`src/rtl/universal_dreg.sv`:
```
// Parametrised D register with hold/load/shift/rotate/count modes and async clear.
// Define UREG_ASYNC_PRESET_EN to add the asynchronous active-low preset input Sbar.
module universal_dreg #(
    parameter int unsigned      WIDTH        = 8,
    parameter logic [WIDTH-1:0] RESET_VALUE  = '0,
    parameter logic [WIDTH-1:0] PRESET_VALUE = '1
) (
    input  logic             Cp,
    input  logic             Rbar,
`ifdef UREG_ASYNC_PRESET_EN
    input  logic             Sbar,
`endif
    input  logic [2:0]       Mode,
    input  logic             En,
    input  logic [WIDTH-1:0] D,
    input  logic             Sr,
    input  logic             Sl,
    output logic [WIDTH-1:0] Q,
    output logic [WIDTH-1:0] Qbar,
    output logic             Tc
);

    localparam logic [2:0] MODE_HOLD = 3'b000;
    localparam logic [2:0] MODE_LOAD = 3'b001;
    localparam logic [2:0] MODE_SHR  = 3'b010;
    localparam logic [2:0] MODE_SHL  = 3'b011;
    localparam logic [2:0] MODE_ROR  = 3'b100;
    localparam logic [2:0] MODE_ROL  = 3'b101;
    localparam logic [2:0] MODE_UP   = 3'b110;
    localparam logic [2:0] MODE_DOWN = 3'b111;

    logic [WIDTH-1:0] q_q;
    logic [WIDTH-1:0] q_d;

    always_comb begin
        q_d = q_q;
        if (En) begin
            unique case (Mode)
                MODE_HOLD: q_d = q_q;
                MODE_LOAD: q_d = D;
                MODE_SHR:  q_d = {Sr, q_q[WIDTH-1:1]};
                MODE_SHL:  q_d = {q_q[WIDTH-2:0], Sl};
                MODE_ROR:  q_d = {q_q[0], q_q[WIDTH-1:1]};
                MODE_ROL:  q_d = {q_q[WIDTH-2:0], q_q[WIDTH-1]};
                MODE_UP:   q_d = q_q + {{(WIDTH-1){1'b0}}, 1'b1};
                MODE_DOWN: q_d = q_q - {{(WIDTH-1){1'b0}}, 1'b1};
                default:   q_d = q_q;
            endcase
        end
    end

`ifdef UREG_ASYNC_PRESET_EN
    // Clear dominates preset, so Q and Qbar can never be equal.
    always_ff @(posedge Cp or negedge Rbar or negedge Sbar) begin
        if (!Rbar) begin
            q_q <= RESET_VALUE;
        end else if (!Sbar) begin
            q_q <= PRESET_VALUE;
        end else begin
            q_q <= q_d;
        end
    end
`else
    always_ff @(posedge Cp or negedge Rbar) begin
        if (!Rbar) begin
            q_q <= RESET_VALUE;
        end else begin
            q_q <= q_d;
        end
    end

    logic unused_preset;
    assign unused_preset = ^PRESET_VALUE;
`endif

    assign Q    = q_q;
    assign Qbar = ~q_q;

    // Terminal count ignores En so stages can cascade as En_next = Tc & En.
    always_comb begin
        Tc = 1'b0;
        if (Mode == MODE_UP && q_q == {WIDTH{1'b1}}) begin
            Tc = 1'b1;
        end else if (Mode == MODE_DOWN && q_q == {WIDTH{1'b0}}) begin
            Tc = 1'b1;
        end
    end

endmodule

```
`config.mk`:
```
export PLATFORM = sky130hd
export DESIGN_NAME = universal_dreg
export DESIGN_NICKNAME = d
export VERILOG_FILES = /design/src/rtl/universal_dreg.sv
export SDC_FILE = /design/constraint.sdc
export NUM_CORES = 1
export LEC_CHECK = 0
export BUFFER_PORTS_ARGS = -buffer_cell sky130_fd_sc_hd__buf_4
export CAP_MARGIN = 20
export CORE_MARGIN = 8
export CORE_UTILIZATION = 30
export CTS_BUF_LIST = sky130_fd_sc_hd__clkbuf_4 sky130_fd_sc_hd__clkbuf_8
export DETAILED_ROUTE_END_ITERATION = 16
export GPL_TIMING_DRIVEN = 0
export PLACE_DENSITY_LB_ADDON = 0.15
export SETUP_SLACK_MARGIN = 0.05
export SYNTH_ARGS = -nofsm -noshare
export SYNTH_HDL_FRONTEND = slang
export SYNTH_SLANG_ARGS = --single-unit
```
`constraint.sdc`:
```
create_clock -name Cp -period 2.75 [get_ports Cp]
set_clock_uncertainty 0.05 [all_clocks]
set_input_delay 0.1375 -clock Cp [delete_from_list [all_inputs] [get_ports Cp]]
set_output_delay 0.1375 -clock Cp [all_outputs]
set_load 0.03 [all_outputs]
```
==> out/metrics.yaml <==
yosys:
  synthMuxAreaShare: 0.110
  synth_edf_count: 0
  yosys_most_used_dff: "dfrtp_1"
  synth_fa_ha_area_frac: 0.0138
  synth_warnings: 0
  synth-simple-area-share: 0.247
  synth-async-reset-ratio: 1.00
  synth_seq_cells: 8
  synth_compound_area_frac: 0.296
  yosysTopAreaCell: "dfrtp_1"
  synth-xor-area-share: 0.0193
  yosys-top-cells-count: "nor2_1, mux2i_1, inv_1, nand2_1, dfrtp_1"
  synth_nets: 137
  synthesis.area_sq_um: 908
  synthCells: 120
  seq_area_frac_synth: 0.220
  synth.distinct_cells: 44
  synth_top_family_by_area: "compound AO/OA/AOI/OAI gates"
  yosysMostFrequentCell: "nor2_1"
  syn_area_per_cell_sq_um: 7.57
  yosys.area.top_type_share: 0.220
  netlist_top_cells_area: "dfrtp_1, mux2i_1, a211oi_1, nor2_1, a21oi_1"
floorplanning:
  coreArea_sq_um: 2980
  io_pins: 33
  die_w_um: 71.0
  fp.dieH_um: 71.0
  initial_core_util: 0.305
  die-area_sq_um: 5040
  rows: 20
cts:
  cts_hold_repair.buffers: 1
  cts_resized: 0
  clkTransAtPathRegs_ns: 0.06
  numCtsBuffers: 3
  insertion_delay_ns: 0.26
  postCtsSetupBuffers: 0
  clock_sinks: 8
  cts_max_path_buffers: 2
  h-tree-depth: 1
  root_buffer: "clkbuf_4"
  cts_tree: "built"
placement:
  portBuffers: 32
  place.detailed.hpwl_um: 2360
  routabilityCongestion: 0.863
timing:
  slew_headroom: 0.619
  slew_violations: 0
  fmax_mhz: 443
  fin_crit_ns: 2.26
  grt_setup_unrepaired: "false"
  tightest_slew_ns: 0.567
  setup_viol: 0
  min_period_over_period: 0.821
  fin_setup_tns_ns: 0
  finalHoldViolCount: 0
  whs_ns: 0.162
route:
  drt-initial-drc-count: 73
  routed_wirelength_um: 3070
  dr_total_vias: 1066
  vias_per_cell: 5.61
  firstDrtPassIters: 4
  ant_nets: 0
  wl_per_cell_um: 16.2
  drc: 0
min_path:
  hold_depth: 3
  holdPathEnd: "Q[5]"
  hp-start: "En"
  hp-class: "in2reg"
critical_path:
  cp-end-kind: "flop"
  rrSetupSlack_ns: 0.49
  cpPeakStageDelay_ns: 0.51
  r2r-start: "Q[1]"
  crit_path_start_kind: "flop"
  timing.rr.end: "Q[6]"
  rr_worst_depth: 9
  slowest_stage: "or4b_4"
  crit_fanout: 10
  crit_required_ns: 2.88
  cp-startpoint: "Q[1]"
  arrival_ns: 2.39
  cp_cell_sequence: "buf_6 -> inv_1 -> xnor2_1 -> ha_1 -> or4b_4 -> nor3_2 -> a31oi_1 -> or4_1 -> o211ai_1"
  crit_type: "reg2reg"
global_route:
  overflow: 0
  grt_start_max_net_pins: 11
  antenna_found_initial: 0
  grt_pass1_vias: 1010
  grt_use_total: 0.121
  grt_pass1_wl_um: 4950
pwr:
  seqPwrFrac: 0.256
  power.density_nw_per_um2: 591
  internal-power_mw: 0.366
  ir_drop_uv: 230
  p_sw_mw: 0.360
  power_mw: 0.726
  switching_share: 0.496
  power_leakage_nw: 0.554
  pwr-share-comb: 0.608
  clockPowerShare: 0.136
final_layout:
  finalNetCount: 176
  multi_input_area_sq_um: 623
  largest_register_ffs: 8
  drive_gt1_frac: 0.293
  fill_cells: 316
  antennaDiodeCount: 0
  ff_latch_area_sq_um: 200
  syn2layout_area_growth_pct: 35.1
run:
  maxCapViolCount: 0
status:
  status: "finished, final reports clean"
cell usage in the layout (no fill, tap or decap), drive strengths merged, types with 2 or more instances in the layout:
cell / n
buf: 37
inv: 9
xnor2: 2
nand3: 2
clkbuf: 9
nand2: 9
nor2b: 2
a21oi: 7
o21bai: 2
o22ai: 2
nor2: 12
a221oi: 2
nor4: 2
dfrtp: 8
nand2b: 2
a211oi: 6
or4b: 2
o21ba: 2
nor3: 4
o21ai: 4
a31oi: 3
mux2i: 10
cells by family (layout without fill, tap and decap cells):
| group | Yosys count | count (layout) |
|---|---|---|
| AOI/OAI and AO/OA | 38 | 38 |
| xor gates and xnor gates | 2 | 2 |
| adders and majority gates | 1 | 1 |
| buffers and inverters | 19 | 56 |
| DFF | 8 | 8 |
| muxes | 10 | 10 |
| and+or+nand+nor | 42 | 42 |
worst max-delay path, delay by kind of cell, from the launching register on:
kind,cells,cell delay [ns]
flops,1,0.38
fa+ha+maj,1,0.23
xor+xnor,1,0.08
simple gates,3,1.03
compound gates,2,0.16
buf+inv,2,0.25
per-layer routing:
layer,global-route usage,up-vias,share of wire
met5,0,-,0
met4,0.0647,0,0.025
met3,0.0254,7,0.080
met2,0.186,52,0.44
met1,0.152,483,0.45
li1,-,524,-
power groups by stage:
stage	clock network, mW	logic (mW)	registers, mW
after detailed placement	0	0.442	0.188
after CTS	0.101	0.444	0.186
after global placement	0	0.439	0.187
final	0.0984	0.442	0.186
after floorplan	0	0.240	0.227
after global routing	0.104	0.476	0.194
worst max path at each step:
| stage | cells past startpoint | slack (ns) | end |
|---|---|---|---|
| after detailed placement | 10 | 0.38 | Q[6] |
| after global placement | 10 | 0.39 | Q[6] |
| after global routing | 9 | 0.35 | Q[6] |
| after floorplan | 9 | 0.24 | Q[6] |
| after CTS | 9 | 0.49 | Q[6] |
| final | 9 | 0.49 | Q[6] |
area by class of cell:
class                           count  share of cell area
Inverter                            9              0.0275
Clock buffer                        3              0.0183
Timing Repair Buffer               34               0.208
Buffer                             10              0.0418
Multi-Input combinational cell     93               0.508
Tap cell                           33              0.0336
Sequential cell                     8               0.163
through the flow:
stage / worst slack (ns) / cells / area (sq um) / utilization
after global placement: 0.386 / 185 / 1190 / 0.400
after CTS: 0.487 / 189 / 1220 / 0.411
final: 0.493 / 190 / 1230 / 0.412
after detailed placement: 0.376 / 185 / 1190 / 0.400
after floorplan: 0.243 / 120 / 908 / -
after global routing: 0.352 / 190 / 1230 / 0.412
Note: power is estimated with default switching activity, not from simulation.
